$ cat src/rtl/mil1553_pkg.sv
// Shared types and default timing for the dual-redundant 1553 receive-path bus selector.
package mil1553_pkg;

    typedef enum logic {
        BUS_A = 1'b0,
        BUS_B = 1'b1
    } bus_e;

    typedef enum logic [1:0] {
        IDLE  = 2'd0,
        OWN_A = 2'd1,
        OWN_B = 2'd2,
        TX    = 2'd3
    } bus_sel_state_e;

    localparam int DEF_GAP_CYCLES    = 40;
    localparam int DEF_ACT_EDGES     = 3;
    localparam int DEF_IDLE_CYCLES   = 160;
    localparam int DEF_ALLOW_PREEMPT = 1;

    function automatic bus_e other_bus(input bus_e b);
        return (b == BUS_A) ? BUS_B : BUS_A;
    endfunction

endpackage

$ cat src/rtl/mil1553_bus_selector_activity.sv
// Per-bus activity detector: counts closely spaced line transitions and pulses
// qualify on the edge that completes a run of ACT_EDGES.
module bus_activity_detector
    import mil1553_pkg::*;
#(
    parameter int GAP_CYCLES = DEF_GAP_CYCLES,
    parameter int ACT_EDGES  = DEF_ACT_EDGES
) (
    input  logic i_clk,
    input  logic i_rst,
    input  logic i_pos,
    input  logic i_neg,
    input  logic i_clr,
    output logic o_edge,
    output logic o_qualify
);

    localparam int GW = $clog2(GAP_CYCLES + 1);
    localparam int EW = $clog2(ACT_EDGES + 1);
    localparam logic [GW-1:0] GAP_MAX = GW'(GAP_CYCLES);
    localparam logic [EW-1:0] ACT_MAX = EW'(ACT_EDGES);
    localparam logic [EW-1:0] ONE_EDGE = EW'(1);

    logic          pos_q, neg_q;
    logic [GW-1:0] gap_q, gap_d;
    logic [EW-1:0] cnt_q, cnt_d;
    logic          expired;

    always_comb begin
        o_edge  = (i_pos != pos_q) || (i_neg != neg_q);
        expired = (gap_q == GAP_MAX);

        gap_d = gap_q;
        if (o_edge) begin
            gap_d = '0;
        end else if (!expired) begin
            gap_d = gap_q + 1'b1;
        end

        // An edge arriving after the gap expired starts a fresh run rather than extending the old one.
        cnt_d = cnt_q;
        if (i_clr) begin
            cnt_d = '0;
        end else if (o_edge) begin
            if (expired) begin
                cnt_d = ONE_EDGE;
            end else if (cnt_q != ACT_MAX) begin
                cnt_d = cnt_q + 1'b1;
            end
        end else if (expired) begin
            cnt_d = '0;
        end

        o_qualify = !i_clr && o_edge && (cnt_d == ACT_MAX) && (cnt_q != ACT_MAX);
    end

    always_ff @(posedge i_clk or posedge i_rst) begin
        if (i_rst) begin
            pos_q <= 1'b0;
            neg_q <= 1'b0;
            gap_q <= '0;
            cnt_q <= '0;
        end else begin
            pos_q <= i_pos;
            neg_q <= i_neg;
            gap_q <= gap_d;
            cnt_q <= cnt_d;
        end
    end

endmodule

$ cat src/rtl/mil1553_bus_selector.sv
// Decides which 1553 bus owns the shared Manchester decoder and grants the
// local transmitter onto one bus; all outputs come straight from flops.
module mil1553_bus_selector
    import mil1553_pkg::*;
#(
    parameter int GAP_CYCLES    = DEF_GAP_CYCLES,
    parameter int ACT_EDGES     = DEF_ACT_EDGES,
    parameter int IDLE_CYCLES   = DEF_IDLE_CYCLES,
    parameter int ALLOW_PREEMPT = DEF_ALLOW_PREEMPT
) (
    input  logic i_clk,
    input  logic i_rst,
    input  logic i_bus_a_pos,
    input  logic i_bus_a_neg,
    input  logic i_bus_b_pos,
    input  logic i_bus_b_neg,
    input  logic i_tx_req,
    input  logic i_tx_bus,
    output logic o_rx_pos,
    output logic o_rx_neg,
    output logic o_sel_valid,
    output logic o_sel_bus,
    output logic o_tx_gnt,
    output logic o_tx_inh_a,
    output logic o_tx_inh_b,
    output logic o_preempt
);

    localparam int IW = $clog2(IDLE_CYCLES + 1);
    localparam logic [IW-1:0] IDLE_MAX = IW'(IDLE_CYCLES);

    bus_sel_state_e state_q, state_d;
    bus_e           rr_q, rr_d;
    bus_e           sel_bus_q, sel_bus_d;
    bus_e           own_bus;
    logic [IW-1:0]  idle_q, idle_d, idle_inc;
    logic           rx_pos_q, rx_pos_d, rx_neg_q, rx_neg_d;
    logic           sel_valid_q, sel_valid_d, tx_gnt_q, tx_gnt_d;
    logic           inh_a_q, inh_a_d, inh_b_q, inh_b_d, preempt_q, preempt_d;
    logic           edge_a, edge_b, qual_a, qual_b, clr_a, clr_b;
    logic           owning, own_edge, alt_qual, timeout;

    assign owning   = (state_q == OWN_A) || (state_q == OWN_B);
    assign own_bus  = (state_q == OWN_B) ? BUS_B : BUS_A;
    assign own_edge = (state_q == OWN_B) ? edge_b : edge_a;
    assign alt_qual = (state_q == OWN_B) ? qual_a : qual_b;
    assign idle_inc = idle_q + 1'b1;
    assign timeout  = owning && !own_edge && (idle_inc == IDLE_MAX);

    // Counters are held clear while transmitting so our own echo cannot claim a bus.
    assign clr_a = (state_q == TX) || (timeout && (state_q == OWN_A));
    assign clr_b = (state_q == TX) || (timeout && (state_q == OWN_B));

    bus_activity_detector #(.GAP_CYCLES(GAP_CYCLES), .ACT_EDGES(ACT_EDGES)) u_act_a (
        .i_clk(i_clk), .i_rst(i_rst), .i_pos(i_bus_a_pos), .i_neg(i_bus_a_neg),
        .i_clr(clr_a), .o_edge(edge_a), .o_qualify(qual_a)
    );

    bus_activity_detector #(.GAP_CYCLES(GAP_CYCLES), .ACT_EDGES(ACT_EDGES)) u_act_b (
        .i_clk(i_clk), .i_rst(i_rst), .i_pos(i_bus_b_pos), .i_neg(i_bus_b_neg),
        .i_clr(clr_b), .o_edge(edge_b), .o_qualify(qual_b)
    );

    always_comb begin
        state_d   = state_q;
        rr_d      = rr_q;
        sel_bus_d = sel_bus_q;
        idle_d    = '0;
        preempt_d = 1'b0;
        case (state_q)
            IDLE: begin
                if (i_tx_req) begin
                    state_d   = TX;
                    sel_bus_d = bus_e'(i_tx_bus);
                end else if (qual_a && qual_b) begin
                    state_d   = (rr_q == BUS_A) ? OWN_A : OWN_B;
                    sel_bus_d = rr_q;
                    rr_d      = other_bus(rr_q);
                end else if (qual_a) begin
                    state_d   = OWN_A;
                    sel_bus_d = BUS_A;
                end else if (qual_b) begin
                    state_d   = OWN_B;
                    sel_bus_d = BUS_B;
                end
            end
            OWN_A, OWN_B: begin
                idle_d = own_edge ? '0 : idle_inc;
                // A pending transmit request for the other bus blocks preemption but not idle release.
                if (i_tx_req && (i_tx_bus == own_bus)) begin
                    state_d = TX;
                    idle_d  = '0;
                end else if (alt_qual && (ALLOW_PREEMPT != 0) && !i_tx_req) begin
                    state_d   = (own_bus == BUS_A) ? OWN_B : OWN_A;
                    sel_bus_d = other_bus(own_bus);
                    preempt_d = 1'b1;
                    idle_d    = '0;
                end else if (timeout) begin
                    state_d = IDLE;
                    idle_d  = '0;
                end
            end
            TX: begin
                if (!i_tx_req) begin
                    state_d = IDLE;
                end
            end
            default: state_d = IDLE;
        endcase

        sel_valid_d = (state_d == OWN_A) || (state_d == OWN_B);
        rx_pos_d    = (state_d == OWN_A) ? i_bus_a_pos : ((state_d == OWN_B) ? i_bus_b_pos : 1'b0);
        rx_neg_d    = (state_d == OWN_A) ? i_bus_a_neg : ((state_d == OWN_B) ? i_bus_b_neg : 1'b0);
        tx_gnt_d    = (state_d == TX);
        inh_a_d     = !((state_d == TX) && (sel_bus_d == BUS_A));
        inh_b_d     = !((state_d == TX) && (sel_bus_d == BUS_B));
    end

    always_ff @(posedge i_clk or posedge i_rst) begin
        if (i_rst) begin
            state_q     <= IDLE;
            rr_q        <= BUS_A;
            sel_bus_q   <= BUS_A;
            idle_q      <= '0;
            rx_pos_q    <= 1'b0;
            rx_neg_q    <= 1'b0;
            sel_valid_q <= 1'b0;
            tx_gnt_q    <= 1'b0;
            inh_a_q     <= 1'b1;
            inh_b_q     <= 1'b1;
            preempt_q   <= 1'b0;
        end else begin
            state_q     <= state_d;
            rr_q        <= rr_d;
            sel_bus_q   <= sel_bus_d;
            idle_q      <= idle_d;
            rx_pos_q    <= rx_pos_d;
            rx_neg_q    <= rx_neg_d;
            sel_valid_q <= sel_valid_d;
            tx_gnt_q    <= tx_gnt_d;
            inh_a_q     <= inh_a_d;
            inh_b_q     <= inh_b_d;
            preempt_q   <= preempt_d;
        end
    end

    assign o_rx_pos    = rx_pos_q;
    assign o_rx_neg    = rx_neg_q;
    assign o_sel_valid = sel_valid_q;
    assign o_sel_bus   = sel_bus_q;
    assign o_tx_gnt    = tx_gnt_q;
    assign o_tx_inh_a  = inh_a_q;
    assign o_tx_inh_b  = inh_b_q;
    assign o_preempt   = preempt_q;

endmodule
$ cat config.mk
export PLATFORM = sky130hd
export DESIGN_NAME = mil1553_bus_selector
export DESIGN_NICKNAME = d
export VERILOG_FILES = /design/src/rtl/mil1553_pkg.sv /design/src/rtl/mil1553_bus_selector_activity.sv /design/src/rtl/mil1553_bus_selector.sv
export SDC_FILE = /design/constraint.sdc
export NUM_CORES = 1
export LEC_CHECK = 0
export CAP_MARGIN = 20
export CELL_PAD_IN_SITES_DETAIL_PLACEMENT = 1
export CELL_PAD_IN_SITES_GLOBAL_PLACEMENT = 2
export CORE_MARGIN = 10
export CORE_UTILIZATION = 40
export CTS_CLUSTER_SIZE = 10
export DETAILED_ROUTE_END_ITERATION = 12
export PLACE_DENSITY_LB_ADDON = 0.1
export SYNTH_ARGS = -nofsm -noshare
export SYNTH_HDL_FRONTEND = slang
export SYNTH_SLANG_ARGS = --single-unit
$ cat constraint.sdc
create_clock -name i_clk -period 4.5 [get_ports i_clk]
set_input_delay 0.9 -clock i_clk [delete_from_list [all_inputs] [get_ports i_clk]]
set_output_delay 0.9 -clock i_clk [all_outputs]
set_load 0.01 [all_outputs]
==> results.sh, run 1 <==
export IMPL_status="finished, final reports clean"
export IMPL_netlist_top_cells_area="dfrtp_1, ha_1, nor2_1"
export IMPL_hold_viol_final=0
export IMPL_use_met3=0.0267
export IMPL_clockBufferDepth=2
export IMPL_comb_power_share=0.465
export IMPL_die_w_um=95.6
export IMPL_critPathLaunchType="input port"
export IMPL_clkPwrFrac=0.191
export IMPL_synth_top_area_frac=0.405
export IMPL_ios=16
export IMPL_cts_setup_buffers=0
export IMPL_ys_ff_latch=39
export IMPL_place_gp_congestion=0.851
export IMPL_ctsResizeCount=0
export IMPL_finalNonFillerCells=331
export IMPL_syn_to_final_growth_pct=14.5
export IMPL_drc_errors=0
export IMPL_cts_clk_slew_worst_paths_ps=80
export IMPL_dp_slack_ps=782
export IMPL_synth_top_cell_by_area="dfrtp_1"
export IMPL_endpoint_kind="flip-flop"
export IMPL_internal_power_mw=0.830
export IMPL_clock_skew_ps=6.64
export IMPL_seq_power_share=0.343
export IMPL_hold_buffers=0
export IMPL_synth_edf_count=0
export IMPL_dp_hpwl_um=3980
export IMPL_fin_crit_sh=0.754
export IMPL_viasPerCell=5.48
export IMPL_grt_pass1_vias=1927
export IMPL_gr_usage_all_layers=0.130
export IMPL_cts_sinks=39
export IMPL_numCtsBuffers=5
export IMPL_grt_use_met1=0.159
export IMPL_design_core_area_sq_mm=0.00554
export IMPL_post_synth_num_cell_types=54
export IMPL_p_per_area_mw_per_mm2=527
export IMPL_p_sw_frac=0.399
export IMPL_diodes=0
export IMPL_rows=27
export IMPL_yosysWarnings=0
export IMPL_drtAntennaViolNets=0
export IMPL_cp_required_ps=4720
export IMPL_grt_busiest_layer="met2"
export IMPL_drt_initial_drc_count=67
export IMPL_h_tree_depth=2
export IMPL_avgSynthCellArea_sq_um=9.44
export IMPL_cp_arrival_ps=3620
export IMPL_min_period_ps=3390
export IMPL_clock_latency_ps=290
export IMPL_drt_wl_total_um=5400
export IMPL_die_area_sq_mm=0.00913
export IMPL_slew_violations=0
export IMPL_io_buffer_count=15
export IMPL_synth_main_ff_cell="dfrtp_1"
export IMPL_chipHeight_um=95.6
export IMPL_syn_area_sq_mm=0.00228
export IMPL_holdWs_ps=573
export IMPL_hp_class="reg -> reg"
export IMPL_fill_cells=671
export IMPL_grt_remaining_overflow=0
export IMPL_layout_nets=279
export IMPL_switchingPower_mw=0.550
export IMPL_critPathMaxFanout=4
export IMPL_drv_cap=0
export IMPL_cts_tree="yes"
export IMPL_critPathKind="in -> reg"
export IMPL_clock_root_buffer="clkbuf_8"
export IMPL_reg2reg_slack_ps=1180
export IMPL_vias=1815
export IMPL_grt_util_met2=0.222
export IMPL_fin_util=0.472
export IMPL_grt_pass1_wl_um=9530
export IMPL_grt_antenna_before_repair=0
export IMPL_slew_headroom=0.528
export IMPL_vdd_drop_max_v=0.000197
export IMPL_setup_viol_count_final=0
export IMPL_wl_per_cell_um=16.3
export IMPL_syn_nets=263
export IMPL_rsz0062_at_grt="false"
export IMPL_grt_max_degree=37
export IMPL_power_leakage_nw=1.06
export IMPL_initial_core_util=0.412
export IMPL_drt_pass1_iter_count=4
export IMPL_syn_inst=242
export IMPL_tns_ps=0
export IMPL_tightestPinTransition_ps=705
export IMPL_ys_async_sr_fraction=1.00
export IMPL_drive_gt1_frac=0.0965
export IMPL_fmaxAchievable_mhz=295
export IMPL_timing_final_ws_setup_ps=1110
export IMPL_seq_area_frac_synth=0.428
export IMPL_placed_cells=323
==> cells in the mapped netlist (2+ instances only) <==
library cell	count
nor2_1	26
ha_1	13
nand3_1	12
or3_1	4
clkbuf_1	8
and3_1	3
dfrtp_1	37
a22oi_1	2
o21ai_0	12
nand4b_1	2
a2111oi_0	2
a31oi_1	5
nor4_1	4
dfstp_2	2
inv_1	16
mux2i_1	2
a21oi_1	9
nand2_1	18
or2_2	2
nor3b_1	2
xor2_1	8
xnor2_1	9
o32a_1	2
nor3_1	9
o211ai_1	3
o31ai_1	2
==> final timing paths <==
kind / start / end / depth (start not counted)
max: i_bus_b_neg / o_tx_inh_b / 10
min: u_act_a.gap_q[5] / u_act_a.gap_q[5] / 2
max reg2reg: state_q[0] / o_tx_inh_b / 11
min reg2reg: u_act_a.gap_q[5] / u_act_a.gap_q[5] / 2
max in group asynchronous: i_rst / o_tx_inh_b / 3
min in group asynchronous: i_rst / idle_q[3] / 2
==> cells in the final DEF (no fill, tap or decap), drive strengths merged, types with 3 or more instances in the layout <==
cell type / netlist / final
a21oi: 9 / 9
and3: 3 / 3
xor2: 8 / 8
a31oi: 5 / 5
or3: 4 / 4
clkbuf: 8 / 7
xnor2: 9 / 9
inv: 16 / 16
nand2: 18 / 18
buf: 1 / 3
o211ai: 3 / 3
nor2: 26 / 26
a2111oi: 3 / 3
o31ai: 3 / 3
nand3: 12 / 12
dfrtp: 37 / 37
clkdlybuf4s50: 0 / 15
ha: 13 / 13
o21ai: 12 / 12
nor4: 5 / 5
nor3: 10 / 10
==> power groups by stage <==
stage / Clock, mW / Combinational, mW / Sequential, mW
floorplan: 0 / 0.453 / 0.478
global placement: 0 / 0.653 / 0.479
detailed placement: 0 / 0.647 / 0.480
CTS: 0.279 / 0.651 / 0.474
global route: 0.292 / 0.731 / 0.486
finish: 0.264 / 0.642 / 0.473
==> sequential cells by signal, summed over array words and instances (netlist names) <==
signal         flops
idle_q             8
u_act_a.gap_q      6
u_act_b.gap_q      6
state_q            2
u_act_a.cnt_q      2
u_act_b.cnt_q      2
o_preempt          1
o_rx_neg           1
o_rx_pos           1
o_sel_bus          1
o_sel_valid        1
o_tx_gnt           1
o_tx_inh_a         1
o_tx_inh_b         1
rr_q               1
u_act_a.neg_q      1
u_act_a.pos_q      1
u_act_b.neg_q      1
u_act_b.pos_q      1
==> cells by family after synthesis <==
logic type / share of synthesized area
buf+inv: 0.0416
mux: 0.0137
simple gates: 0.219
flops: 0.428
xor+xnor: 0.0652
compound gates: 0.161
fa+ha+maj: 0.0712
==> stage by stage <==
stage	cell area (sq um)	total power [mW]
2_1_floorplan	2280	0.931
3_3_place_gp	2510	1.13
3_5_place_dp	2510	1.13
4_1_cts	2620	1.40
5_1_grt	2620	1.51
6_report	2620	1.38
==> layer usage <==
layer,share of wire,up-vias
li1,-,895
met1,0.46,900
met2,0.51,12
met3,0.018,8
met4,0.014,0
met5,0,-
==> layout make-up <==
class | instances | area (sq um) | area share
clock buffer | 7 | 96.3 | 0.0368
clock inverter | 1 | 7.51 | 0.00287
inverter | 16 | 60.1 | 0.0230
multi-input combinational | 178 | 1210 | 0.463
sequential | 39 | 978 | 0.374
tap | 72 | 90.1 | 0.0344
timing repair buffer | 18 | 173 | 0.0660
==> worst max-delay path: stages <==
cell             delay, ps
clkdlybuf4s50_1        460
xor2_1                 180
or3_1                  410
a22o_2                 300
or4_1                  460
nand3_1                130
and3_1                 210
ha_1                   260
o211ai_1               120
o22a_1                 170
Power figures use the tool's default switching activity.
==> run 2, diff against run 1 <==
CORE_UTILIZATION = 37   (was 40)
clock period = 3.2 ns   (was 4.5 ns; I/O delays follow)
==> run 2 against run 1 <==
  * Critical path depth stayed put
  * Total power rose by 46%
  * Cell count up 7.3%
  * Largest cell class unchanged
  * Flip-flop and latch count is the same
  * Sequential share of layout area fell by 1.9 points
  * Sequential power up 38%
  * Routed wire length grew 5.7%
==> results.sh, run 2 (synthesized netlist as in run 1, its figures left out) <==
export IMPL_wl_per_cell_um=16.1
export IMPL_r2r_start="state_q[1]"
export IMPL_p_sw_frac=0.404
export IMPL_drtAntennaViolNets=0
export IMPL_tightestPinTransition_ps=515
export IMPL_fin_util=0.463
export IMPL_clockBufferDepth=2
export IMPL_hold_path_end="u_act_a.gap_q[5]"
export IMPL_die_area_sq_mm=0.00972
export IMPL_chipHeight_um=98.6
export IMPL_fmaxAchievable_mhz=337
export IMPL_clock_skew_ps=3.33
export IMPL_cts_sinks=39
export IMPL_drt_pass1_iter_count=4
export IMPL_fin_crit_sh=0.928
export IMPL_slowest_delay_ps=440
export IMPL_internal_power_mw=1.20
export IMPL_status="finished, final reports clean"
export IMPL_gr_usage_all_layers=0.121
export IMPL_switchingPower_mw=0.816
export IMPL_grt_pass1_vias=1931
export IMPL_endpoint_kind="flip-flop"
export IMPL_multi_input_area_sq_mm=0.00121
export IMPL_comb_power_share=0.512
export IMPL_largest_reg_flops=8
export IMPL_die_w_um=98.6
export IMPL_critPathMaxFanout=4
export IMPL_rsz0062_at_grt="false"
export IMPL_reg_top3="idle_q x8, u_act_a.gap_q x6, u_act_b.gap_q x6"
export IMPL_crit_slowest_cell="clkdlybuf4s50_1"
export IMPL_slew_violations=0
export IMPL_hp_class="reg -> reg"
export IMPL_regMostFlops="idle_q"
export IMPL_rr_worst_depth=11
export IMPL_diodes=0
export IMPL_worstPathCellList="clkdlybuf4s50_1 > xor2_1 > or3_1 > a22o_2 > or4_1 > nand3_1 > and3_1 > ha_1 > o211ai_1 > o22a_1"
export IMPL_clkPwrFrac=0.165
export IMPL_seq_power_share=0.324
export IMPL_critPathKind="in -> reg"
export IMPL_finalNonFillerCells=355
export IMPL_drt_initial_drc_count=67
export IMPL_cp_arrival_ps=3200
export IMPL_critPathLaunchType="input port"
export IMPL_placed_cells=347
export IMPL_grt_max_degree=40
export IMPL_drt_wl_total_um=5710
export IMPL_setup_viol_count_final=0
export IMPL_initial_core_util=0.384
export IMPL_rows=28
export IMPL_hold_path_startpoint="u_act_a.gap_q[5]"
export IMPL_cts_clk_slew_worst_paths_ps=80
export IMPL_drc_errors=0
export IMPL_vdd_drop_max_v=0.000307
export IMPL_register_area_sq_um=978
export IMPL_clock_latency_ps=290
export IMPL_cts_tree="yes"
export IMPL_layout_nets=300
export IMPL_io_buffer_count=15
export IMPL_h_tree_depth=2
export IMPL_grt_antenna_before_repair=0
export IMPL_design_core_area_sq_mm=0.00596
export IMPL_grt_remaining_overflow=0
export IMPL_startpoint="i_bus_b_neg"
export IMPL_cp_required_ps=3430
export IMPL_p_per_area_mw_per_mm2=733
export IMPL_reg2reg_slack_ps=330
export IMPL_drv_cap=0
export IMPL_place_gp_congestion=0.848
export IMPL_dp_hpwl_um=4320
export IMPL_viasPerCell=5.31
export IMPL_slew_headroom=0.657
export IMPL_hold_viol_final=0
export IMPL_syn_to_final_growth_pct=20.6
export IMPL_layout_common_cells="dfrtp_1, nor2_1, buf_4"
export IMPL_power_leakage_nw=1.16
export IMPL_clock_root_buffer="clkbuf_8"
export IMPL_drive_gt1_frac=0.157
export IMPL_hold_depth=2
export IMPL_cts_setup_buffers=0
export IMPL_vias=1886
export IMPL_min_period_ps=2970
export IMPL_fill_cells=695
export IMPL_grt_pass1_wl_um=9720
export IMPL_ios=16
export IMPL_numCtsBuffers=5
export IMPL_r2r_end="o_tx_inh_b"
export IMPL_layout_commonest_cell="dfrtp_1"
-- run 2: cell count changes in the layout (fill, tap and decap cells not counted), sizes merged --
cell / change
buf: +21
clkinvlp: -1
clkinv: +1
-- run 2: layout make-up --
class,count,share of cell area
clock buffer,7,0.0277
clock inverter,1,0.00182
inverter,16,0.0218
multi-input combinational,178,0.440
sequential,39,0.355
tap,75,0.0341
timing repair buffer,39,0.120
-- run 2: metal layers --
layer	GRT usage	wire (um)
met1	0.162	2920
met2	0.183	2470
met3	0.0321	239
met4	0.0441	76
met5	0	0
-- run 2: worst max-delay path by stage --
stage | to | slack [ps] | cells after the start
CTS | o_tx_inh_b | 180 | 10
finish | o_tx_inh_b | 230 | 10
detailed placement | o_tx_inh_b | -120 | 10
global route | o_tx_inh_b | 2 | 10
global placement | o_tx_inh_b | -60 | 10
floorplan | o_tx_inh_b | 410 | 11
-- run 2: repair_timing --
item,CTS,global route
setup endpoints to repair,0,1
hold buffers,0,0
gates resized for setup,0,1
-- run 2: per-stage QoR --
| step | TNS (ps) | setup slack, ps | cell area (sq um) | power (mW) | hold WS (ps) |
|---|---|---|---|---|---|
| CTS | 0 | 182 | 2760 | 2.04 | 564 |
| finish | 0 | 231 | 2760 | 2.02 | 560 |
| global route | 0 | 1.83 | 2760 | 2.20 | 611 |
| detailed placement | -259 | -117 | 2670 | 1.70 | 545 |
| floorplan | 0 | 410 | 2280 | 1.31 | 505 |
| global placement | -115 | -64.7 | 2670 | 1.70 | 542 |
-- run 2: worst max-delay path: cells and delay by family --
kind	cells	cell delay [ps]
adder cells (fa/ha/maj)	1	240
AND/OR/NAND/NOR	4	1180
buffers and inverters	1	440
AO/OA/AOI/OAI	3	520
XOR/XNOR	1	170
-- run 2: power groups by stage --
stage	clock, mW	sequential (mW)	combinational (mW)
final	0.332	0.654	1.03
after global routing	0.365	0.668	1.17
after CTS	0.344	0.655	1.04
after detailed placement	0	0.665	1.04
after global placement	0	0.664	1.04
after floorplan	0	0.672	0.637
==> run 3, diff against run 2 <==
CAP_MARGIN = unset   (was 20)
CELL_PAD_IN_SITES_GLOBAL_PLACEMENT = 1   (was 2)
CORE_UTILIZATION = 45   (was 37)
==> run 3 against run 2 <==
  * First-iteration DRC count grew 16%
  * Combinational power rose by 6%
  * Total power up 4.1%
  * Critical path depth unchanged
  * Worst hold slack gained 12 ps
  * Sequential share of layout area decreased by 0.11 points
  * Routed wire length grew 3.1%
  * Count of clock-buffer cells in the layout up 1
  * Cell count decreased by 2.3%
  * Non-clock buffer count unchanged
==> results.sh, run 3 (synthesized netlist as in run 1, its figures left out) <==
export IMPL_critPathKind="in -> reg"
export IMPL_tightestPinTransition_ps=507
export IMPL_rows=25
export IMPL_cts_clk_slew_worst_paths_ps=70
export IMPL_chipHeight_um=91.3
export IMPL_finalNonFillerCells=347
export IMPL_layout_commonest_cell="dfrtp_1"
export IMPL_crit_family="simple AND/OR/NAND/NOR gates"
export IMPL_fill_cells=578
export IMPL_h_tree_depth=2
export IMPL_dp_hpwl_um=4470
export IMPL_drtAntennaViolNets=0
export IMPL_reg_top3="idle_q x8, u_act_a.gap_q x6, u_act_b.gap_q x6"
export IMPL_grt_remaining_overflow=0
export IMPL_drt_pass1_iter_count=4
export IMPL_ios=16
export IMPL_design_core_area_sq_mm=0.00482
export IMPL_endpoint_kind="flip-flop"
export IMPL_crit_slowest_cell="clkdlybuf4s50_1"
export IMPL_drc_errors=0
export IMPL_clock_root_buffer="clkbuf_8"
export IMPL_tns_ps=0
export IMPL_drive_gt1_frac=0.161
export IMPL_slew_headroom=0.662
export IMPL_grt_pass1_vias=2131
export IMPL_critPathMaxFanout=4
export IMPL_hp_class="reg -> reg"
export IMPL_io_buffer_count=15
export IMPL_power_total_mw=2.10
export IMPL_drt_wl_total_um=5890
export IMPL_cp_required_ps=3420
export IMPL_regMostFlops="idle_q"
export IMPL_vias=1940
export IMPL_crit_buf_inv=1
export IMPL_placed_cells=339
export IMPL_drt_initial_drc_count=78
export IMPL_critPathLaunchType="input port"
export IMPL_fin_crit_sh=0.933
export IMPL_rsz0062_at_grt="false"
export IMPL_cts_tree="yes"
export IMPL_p_per_area_mw_per_mm2=760
export IMPL_cp_arrival_ps=3200
export IMPL_worstPathCellList="clkdlybuf4s50_1 > xnor2_1 > nand4b_1 > a22o_2 > or4_1 > nand3_1 > and3_1 > ha_1 > o211ai_1 > o22a_1"
export IMPL_cts_sinks=39
export IMPL_grt_max_degree=40
export IMPL_layout_common_cells="dfrtp_1, nor2_1, buf_4"
export IMPL_largest_reg_flops=8
export IMPL_initial_core_util=0.474
export IMPL_gr_usage_all_layers=0.146
export IMPL_clock_latency_ps=290
export IMPL_diodes=0
export IMPL_slew_violations=0
export IMPL_hold_viol_final=0
export IMPL_min_period_ps=2990
export IMPL_viasPerCell=5.59
export IMPL_drv_cap=0
export IMPL_setup_viol_count_final=0
export IMPL_fin_util=0.574
export IMPL_grt_pass1_wl_um=10200
export IMPL_status="finished, final reports clean"
export IMPL_layout_nets=300
export IMPL_fmaxAchievable_mhz=335
export IMPL_numCtsBuffers=5
export IMPL_syn_to_final_growth_pct=21.0
export IMPL_holdWs_ps=572
export IMPL_place_gp_congestion=0.925
export IMPL_die_w_um=91.3
export IMPL_power_leakage_nw=1.17
export IMPL_grt_antenna_before_repair=0
export IMPL_wl_per_cell_um=17.0
export IMPL_slowest_delay_ps=460
export IMPL_vdd_drop_max_v=0.000353
export IMPL_clock_skew_ps=4.12
export IMPL_clockBufferDepth=2
export IMPL_die_area_sq_mm=0.00833
[run 3: cell count changes in the layout (fill, tap and decap cells not counted), sizes merged]
cell and delta:
clkbuf +1, clkinv -1
[run 3: area by class of cell]
type,instances,area [sq um],share of cell area
clock buffer,8,100,0.0362
sequential,39,978,0.354
tap,67,83.8,0.0303
multi-input combinational,178,1210,0.438
inverter,16,60.1,0.0217
timing repair buffer,39,330,0.120
[run 3: final timing paths]
| kind | from | to | slack (ps) | cells after the start |
|---|---|---|---|---|
| max | i_bus_a_neg | o_tx_inh_b | 210 | 10 |
| min | u_act_b.gap_q[5] | u_act_b.gap_q[5] | 570 | 2 |
| max reg2reg | idle_q[1] | o_tx_inh_b | 250 | 10 |
| min reg2reg | u_act_b.gap_q[5] | u_act_b.gap_q[5] | 570 | 2 |
| max in group asynchronous | i_rst | o_tx_inh_b | 2060 | 3 |
| min in group asynchronous | i_rst | idle_q[6] | 780 | 3 |
[run 3: where the power goes]
group | switching, mW | internal (mW) | leakage (nW)
combinational | 0.612 | 0.479 | 0.619
clock | 0.161 | 0.197 | 0.0515
sequential | 0.0607 | 0.593 | 0.497
total | 0.834 | 1.27 | 1.17
[run 3: stage by stage]
step	worst slack (ps)	instance area (sq um)
after floorplan	410	2280
after global placement	-2.02	2660
after detailed placement	-103	2660
after CTS	150	2760
after global routing	12.2	2760
final	214	2760
[run 3: worst reg2reg max path: stages (launching register included)]
cell,delay (ps)
dfrtp_1,470
ha_1,300
inv_1,70
o21ai_0,270
nand3_1,330
or4_1,580
nand3_1,120
and3_1,220
ha_1,240
o211ai_1,110
o22a_1,180
[run 3: timing repair]
action	in CTS	in global routing
hold buffers	0	0
setup buffers	0	0
setup endpoints to repair	0	2
resized for setup	0	2
[run 3: per-layer routing]
layer	GRT usage	vias to the layer above	wire length [um]
met5	0	-	0
met4	0.0601	0	144
met3	0.0305	15	243
met2	0.230	42	2710
met1	0.190	947	2790
li1	-	936	-
